## config.mk

```make
export PLATFORM = sky130hd
export DESIGN_NAME = rst_strap_ctrl
export DESIGN_NICKNAME = d
export VERILOG_FILES = /design/src/rtl/rst_strap_ctrl.sv
export SDC_FILE = /design/constraint.sdc
export NUM_CORES = 1
export LEC_CHECK = 0
export CAP_MARGIN = 20
export CORE_MARGIN = 2
export CORE_UTILIZATION = 45
export CTS_BUF_LIST = sky130_fd_sc_hd__clkbuf_4 sky130_fd_sc_hd__clkbuf_8 sky130_fd_sc_hd__clkbuf_16
export CTS_CLUSTER_SIZE = 16
export DETAILED_ROUTE_END_ITERATION = 6
export DONT_BUFFER_PORTS = 1
export GPL_ROUTABILITY_DRIVEN = 0
export HOLD_SLACK_MARGIN = 0.06
export MAX_ROUTING_LAYER = met4
export PLACE_DENSITY = 0.69
export SETUP_SLACK_MARGIN = 0.4
export SLEW_MARGIN = 20
export SYNTH_ARGS = -nofsm -noshare
export SYNTH_HDL_FRONTEND = slang
export SYNTH_SLANG_ARGS = --single-unit
```

## constraint.sdc

```tcl
create_clock -name clk_i -period 1.9 [get_ports clk_i]
set_input_delay 0.285 -clock clk_i [delete_from_list [all_inputs] [get_ports clk_i]]
set_output_delay 0.285 -clock clk_i [all_outputs]
set_load 0.01 [all_outputs]
```

## src/rtl/rst_strap_ctrl.sv

```systemverilog
// rst_strap_ctrl: reset and boot-strap conditioning between board pins and
// the chip-top system reset and strap inputs.
// - Merges button, JTAG and GPIO0 reset requests into one active-low reset.
// - Synchronises every request and both straps.
// - Debounces the button.
// - Stretches the released reset by StretchCycles.
// - Latches both straps at each reset release.
// Optional feature macro: RST_STRAP_CTRL_GPIO_RST_EN. When it is defined,
// gpio_rst_ni is a reset request. When it is undefined, gpio_rst_ni is ignored.
module rst_strap_ctrl #(
   parameter int unsigned SyncStages     = 2,
   parameter int unsigned DebounceCycles = 16,
   parameter int unsigned StretchCycles  = 32
) (
   input  logic       clk_i,
   input  logic       rst_ni,
   input  logic       btn_rst_ni,
   input  logic       jtag_srst_ni,
   input  logic       gpio_rst_ni,
   input  logic       strap_spi_i,
   input  logic       strap_bootstrap_i,
   output logic       rst_sys_no,
   output logic       strap_valid_o,
   output logic       strap_spi_o,
   output logic       strap_bootstrap_o,
   output logic [2:0] rst_cause_o
);

   localparam int unsigned IdxBtn  = 0;
   localparam int unsigned IdxJtag = 1;
   localparam int unsigned IdxSpi  = 2;
   localparam int unsigned IdxBoot = 3;
`ifdef RST_STRAP_CTRL_GPIO_RST_EN
   localparam int unsigned IdxGpio = 4;
   localparam int unsigned NumSync = 5;
`else
   localparam int unsigned NumSync = 4;
`endif
   localparam int unsigned DbW = $clog2(DebounceCycles) + 1;
   localparam int unsigned StW = $clog2(StretchCycles) + 1;

   typedef enum logic [1:0] {ST_HOLD, ST_RUN, ST_ASSERT} state_e;

   logic [NumSync-1:0] async_in;
   logic [NumSync-1:0] sync_q [SyncStages];
   logic [NumSync-1:0] sync_out;
   logic               btn_sync, jtag_sync, gpio_sync, spi_sync, boot_sync;
   logic               btn_db_q;
   logic [DbW-1:0]     db_cnt_q;
   logic               req;

   state_e             state_q, state_d;
   logic [StW-1:0]     cnt_q, cnt_d;
   logic               rst_q, rst_d;
   logic               valid_q, valid_d;
   logic               spi_q, spi_d;
   logic               boot_q, boot_d;
   logic [2:0]         cause_q, cause_d;

`ifdef RST_STRAP_CTRL_GPIO_RST_EN
   assign async_in  = {gpio_rst_ni, strap_bootstrap_i, strap_spi_i, jtag_srst_ni, btn_rst_ni};
   assign gpio_sync = sync_out[IdxGpio];
`else
   logic unused_gpio;
   assign unused_gpio = gpio_rst_ni;
   assign async_in    = {strap_bootstrap_i, strap_spi_i, jtag_srst_ni, btn_rst_ni};
   assign gpio_sync   = 1'b1;
`endif

   assign sync_out  = sync_q[SyncStages-1];
   assign btn_sync  = sync_out[IdxBtn];
   assign jtag_sync = sync_out[IdxJtag];
   assign spi_sync  = sync_out[IdxSpi];
   assign boot_sync = sync_out[IdxBoot];

   // Synchroniser chain for all asynchronous inputs. All flops reset to 1.
   always_ff @(posedge clk_i or negedge rst_ni) begin
      if (!rst_ni) begin
         for (int unsigned i = 0; i < SyncStages; i++) sync_q[i] <= '1;
      end else begin
         sync_q[0] <= async_in;
         for (int unsigned i = 1; i < SyncStages; i++) sync_q[i] <= sync_q[i-1];
      end
   end

   // Button debounce. The button value flips only after DebounceCycles
   // consecutive cycles in which the synced button differs from it.
   always_ff @(posedge clk_i or negedge rst_ni) begin
      if (!rst_ni) begin
         btn_db_q <= 1'b1;
         db_cnt_q <= '0;
      end else if (btn_sync != btn_db_q) begin
         if (db_cnt_q == DbW'(DebounceCycles - 1)) begin
            btn_db_q <= btn_sync;
            db_cnt_q <= '0;
         end else begin
            db_cnt_q <= db_cnt_q + DbW'(1);
         end
      end else begin
         db_cnt_q <= '0;
      end
   end

   assign req = ~btn_db_q | ~jtag_sync | ~gpio_sync;

   // State register and registered outputs.
   always_ff @(posedge clk_i or negedge rst_ni) begin
      if (!rst_ni) begin
         state_q <= ST_HOLD;
         cnt_q   <= '0;
         rst_q   <= 1'b0;
         valid_q <= 1'b0;
         spi_q   <= 1'b0;
         boot_q  <= 1'b0;
         cause_q <= 3'b000;
      end else begin
         state_q <= state_d;
         cnt_q   <= cnt_d;
         rst_q   <= rst_d;
         valid_q <= valid_d;
         spi_q   <= spi_d;
         boot_q  <= boot_d;
         cause_q <= cause_d;
      end
   end

   // Next-state logic. Outputs change only on the transition edges, so each
   // transition writes the value its destination state presents.
   always_comb begin
      state_d = state_q;
      cnt_d   = cnt_q;
      rst_d   = rst_q;
      valid_d = valid_q;
      spi_d   = spi_q;
      boot_d  = boot_q;
      cause_d = cause_q;
      unique case (state_q)
         ST_HOLD: begin
            rst_d   = 1'b0;
            valid_d = 1'b0;
            if (req) begin
               state_d = ST_ASSERT;
               cnt_d   = '0;
            end else if (cnt_q == StW'(StretchCycles - 1)) begin
               state_d = ST_RUN;
               cnt_d   = '0;
               rst_d   = 1'b1;
               valid_d = 1'b1;
               spi_d   = spi_sync;
               boot_d  = boot_sync;
            end else begin
               cnt_d = cnt_q + StW'(1);
            end
         end
         ST_RUN: begin
            rst_d = 1'b1;
            if (req) begin
               state_d = ST_ASSERT;
               rst_d   = 1'b0;
               valid_d = 1'b0;
               cause_d = {~gpio_sync, ~jtag_sync, ~btn_db_q};
            end
         end
         ST_ASSERT: begin
            rst_d   = 1'b0;
            valid_d = 1'b0;
            if (!req) begin
               state_d = ST_HOLD;
               cnt_d   = '0;
            end
         end
         default: begin
            state_d = ST_HOLD;
            cnt_d   = '0;
            rst_d   = 1'b0;
            valid_d = 1'b0;
         end
      endcase
   end

   assign rst_sys_no        = rst_q;
   assign strap_valid_o     = valid_q;
   assign strap_spi_o       = spi_q;
   assign strap_bootstrap_o = boot_q;
   assign rst_cause_o       = cause_q;

endmodule

```

==> flow_metrics.py <==
metrics = {
    "synthesis": {
        "synth_xor_area_frac": 0.02158,
        "synth_compound_area_frac": 0.1264,
        "synthAdderAreaFrac": 0.02055,
        "synth.top_cells.by_area": "dfrtp_1 (39%), dfstp_2 (19%), mux2_4 (2.5%)",
        "synth_top_family_by_area": "simple AND/OR/NAND/NOR gates",
        "yosysTopAreaCellShare": 0.3905,
        "ys_seq_elements": 28,
        "yosys_warnings": 0,
        "netlist_instances": 100,
        "synth_mux_area_frac": 0.03392,
        "ys_types": 39,
        "synth_area_leader_cell": "dfrtp_1",
        "syn_nets": 109,
        "netlist_area_mm2": 0.001217,
        "syn_area_per_cell_um2": 12.17,
        "yosysSeqAreaShare": 0.5848,
        "synth_simple_gate_area_frac": 0.1686,
    },
    "detailed_routing": {
        "drcViolationCount": 0,
        "wl_um": 1992,
        "wl_per_cell_um": 14.43,
        "drtIter0Drc": 25,
        "ant_nets": 0,
        "vias": 789,
        "vias_per_cell": 5.717,
        "first_pass_iters": 4,
    },
    "hold_path": {
        "hold_path.class": "input port to async pin",
    },
    "die": {
        "die_height_um": 56.02,
        "num_io_pins": 14,
        "die_w_um": 56.02,
        "rows": 18,
        "core_area_mm2": 0.002522,
        "die-area_mm2": 0.003138,
        "initial_core_util": 0.4826,
    },
    "sta": {
        "whs_ns": 0.3610,
        "drv_slew": 0,
        "min_period_ns": 1.451,
        "hold_viol_final": 0,
        "max_freq_ghz": 0.6891,
        "fin_ws_ns": 0.4488,
        "tns_ns": 0,
        "fin_skew_ns": 0.001710,
        "fin_crit_sh": 0.7638,
        "finalSetupViolCount": 0,
        "rsz0062_at_grt": "false",
    },
    "clock_tree": {
        "cts_tree": "built",
        "clock_sink_count": 28,
        "clkLatencyLatePin_ns": 0.33,
        "cts_buffer_depth": 2,
        "cts.clk_slew.worst_paths_ns": 0.14,
        "root_buffer": "clkbuf_4",
        "numCtsBuffers": 3,
        "h-tree-depth": 1,
    },
    "worst_setup_path": {
        "startpoint": "cnt_q[1]",
        "cp_data_arrival_time_ns": 1.68,
        "r2r_slack_ns": 0.45,
        "crit_type": "register to register",
        "endpoint_kind": "register",
        "critPathRequiredTime_ns": 2.13,
        "cp-start-kind": "register",
        "timing.rr.end": "strap_spi_o",
        "cp_max_fo": 6,
        "reg2reg_depth": 4,
        "r2r-start": "cnt_q[1]",
    },
    "grt": {
        "grt_first_pass_wirelength_um": 3263,
        "grt_pass1_vias": 732,
        "antenna_found_initial": 0,
        "grt_max_degree": 29,
        "grt_overflow": 0,
        "grt_usage": 0.1386,
    },
    "pwr": {
        "vdd_ir_drop_max_mv": 0.5684,
        "power_leakage_nw": 0.6388,
        "p_per_area_mw_per_mm2": 765.7,
    },
    "layout": {
        "drive_gt1_frac": 0.2407,
        "area_delta_synth_final_pct": 12.13,
        "n_antenna_cell": 0,
        "layout.nets": 118,
        "instances_no_fill": 138,
    },
    "outcome": {
        "status": "finished clean",
    },
    "placed_design": {
        "dp_cells": 126,
        "dp_slack_ns": 0.3571,
        "dpl.hpwl_um": 1312,
        "numPortBuffers": 0,
    },
    "run": {
        "max-cap-violations": 0,
    },
}
==> metrics by stage <==
step                instance area [um2]  utilization  total power, mW
floorplan                          1217            -           0.6443
global placement                   1224       0.4851           0.6454
detailed placement                 1224       0.4851           0.6474
CTS                                1355       0.5372            1.064
global route                       1365       0.5412            1.087
finish                             1365       0.5412            1.045
==> how the worst max path moves through the flow <==
| stage | endpoint | slack (ns) |
|---|---|---|
| floorplan | strap_bootstrap_o | 0.46 |
| finish | strap_spi_o | 0.45 |
| detailed placement | strap_spi_o | 0.36 |
| CTS | strap_spi_o | 0.43 |
| global route | strap_spi_o | 0.40 |
| global placement | strap_spi_o | 0.40 |
==> critical path, stage by stage (launching register included) <==
cell	delay [ns]
dfrtp_1	0.42
ha_2	0.23
and3_2	0.28
nand3_2	0.12
mux2_4	0.32
==> per-layer routing <==
layer,GRT usage,vias to the layer above,part of all wire
met5,-,-,0
met4,0.07823,0,0.016
met1,0.1756,391,0.45
met2,0.2034,20,0.48
met3,0.03256,4,0.049
li1,-,374,-
==> cell usage in the layout (no fill, tap or decap), types with 2 or more instances in the layout <==
cell type	count
and2_1	3
nor2_1	6
a21oi_1	5
and3b_1	2
and3_1	2
buf_4	3
dfstp_2	9
o32ai_1	2
inv_1	3
dfrtp_1	19
nand3_1	4
a211o_1	2
clkbuf_4	3
nand3b_1	2
mux2_4	2
o21ai_0	5
xor2_1	3
nand2_1	3
dlygate4sd3_1	5
nand2b_1	2
==> repair_timing <==
item / CTS / global route
hold endpoints to repair: 32 / 0
hold buffers: 6 / 0
endpoints found under the setup margin: 2 / 2
buffers inserted: 1 / 1
pin swaps: 0 / 0
gates resized for setup: 1 / 1
==> power breakdown <==
| group | switching (mW) | total (mW) | leakage, nW | internal (mW) |
|---|---|---|---|---|
| Sequential | 0.00853 | 0.625 | 0.352 | 0.617 |
| Combinational | 0.0182 | 0.0345 | 0.259 | 0.0163 |
| Clock | 0.172 | 0.385 | 0.0279 | 0.214 |
| Total | 0.198 | 1.05 | 0.639 | 0.847 |
==> kinds of logic after synthesis <==
kind of cell | after synthesis
mux | 3
compound gates | 22
xor+xnor | 3
buf+inv | 8
fa+ha+maj | 2
other cells | 1
simple gates | 33
flops | 28
==> cell type report <==
cell class / count / area [um2]
clock inverter: 1 / 30.03
inverter: 3 / 11.26
clock buffer: 3 / 22.52
multi-input combinational: 64 / 459.2
fill: 224 / 1157
sequential: 28 / 711.9
tap: 30 / 37.54
timing repair buffer: 9 / 92.59
==> synthesized netlist by cell type (all sizes together) <==
cell type / number
xor2: 3
nand4b: 1
or3: 1
mux2: 3
and2b: 2
inv: 3
a21oi: 5
dfrtp: 19
a21boi: 1
dfstp: 9
nand2b: 2
nor2: 6
nor4: 1
a22oi: 1
nor3: 1
a211o: 2
a32oi: 1
a22o: 1
ha: 2
conb: 1
o211a: 1
buf: 5
and2: 3
a32o: 1
nand3: 5
nand3b: 2
nand2: 3
and3b: 2
and3: 3
and4bb: 1
a211oi: 1
o32ai: 2
o21ai: 6
==> sequential cells by signal (all words and copies together), names as in the netlist <==
name	flops
cnt_q	6
db_cnt_q	5
sync_q	4
sync_out	4
rst_cause_o	2
strap_bootstrap_o	1
strap_spi_o	1
rst_sys_no	1
state_q	2
strap_valid_o	1
btn_db_q	1
No activity file was read; power rests on OpenSTA's default activity.
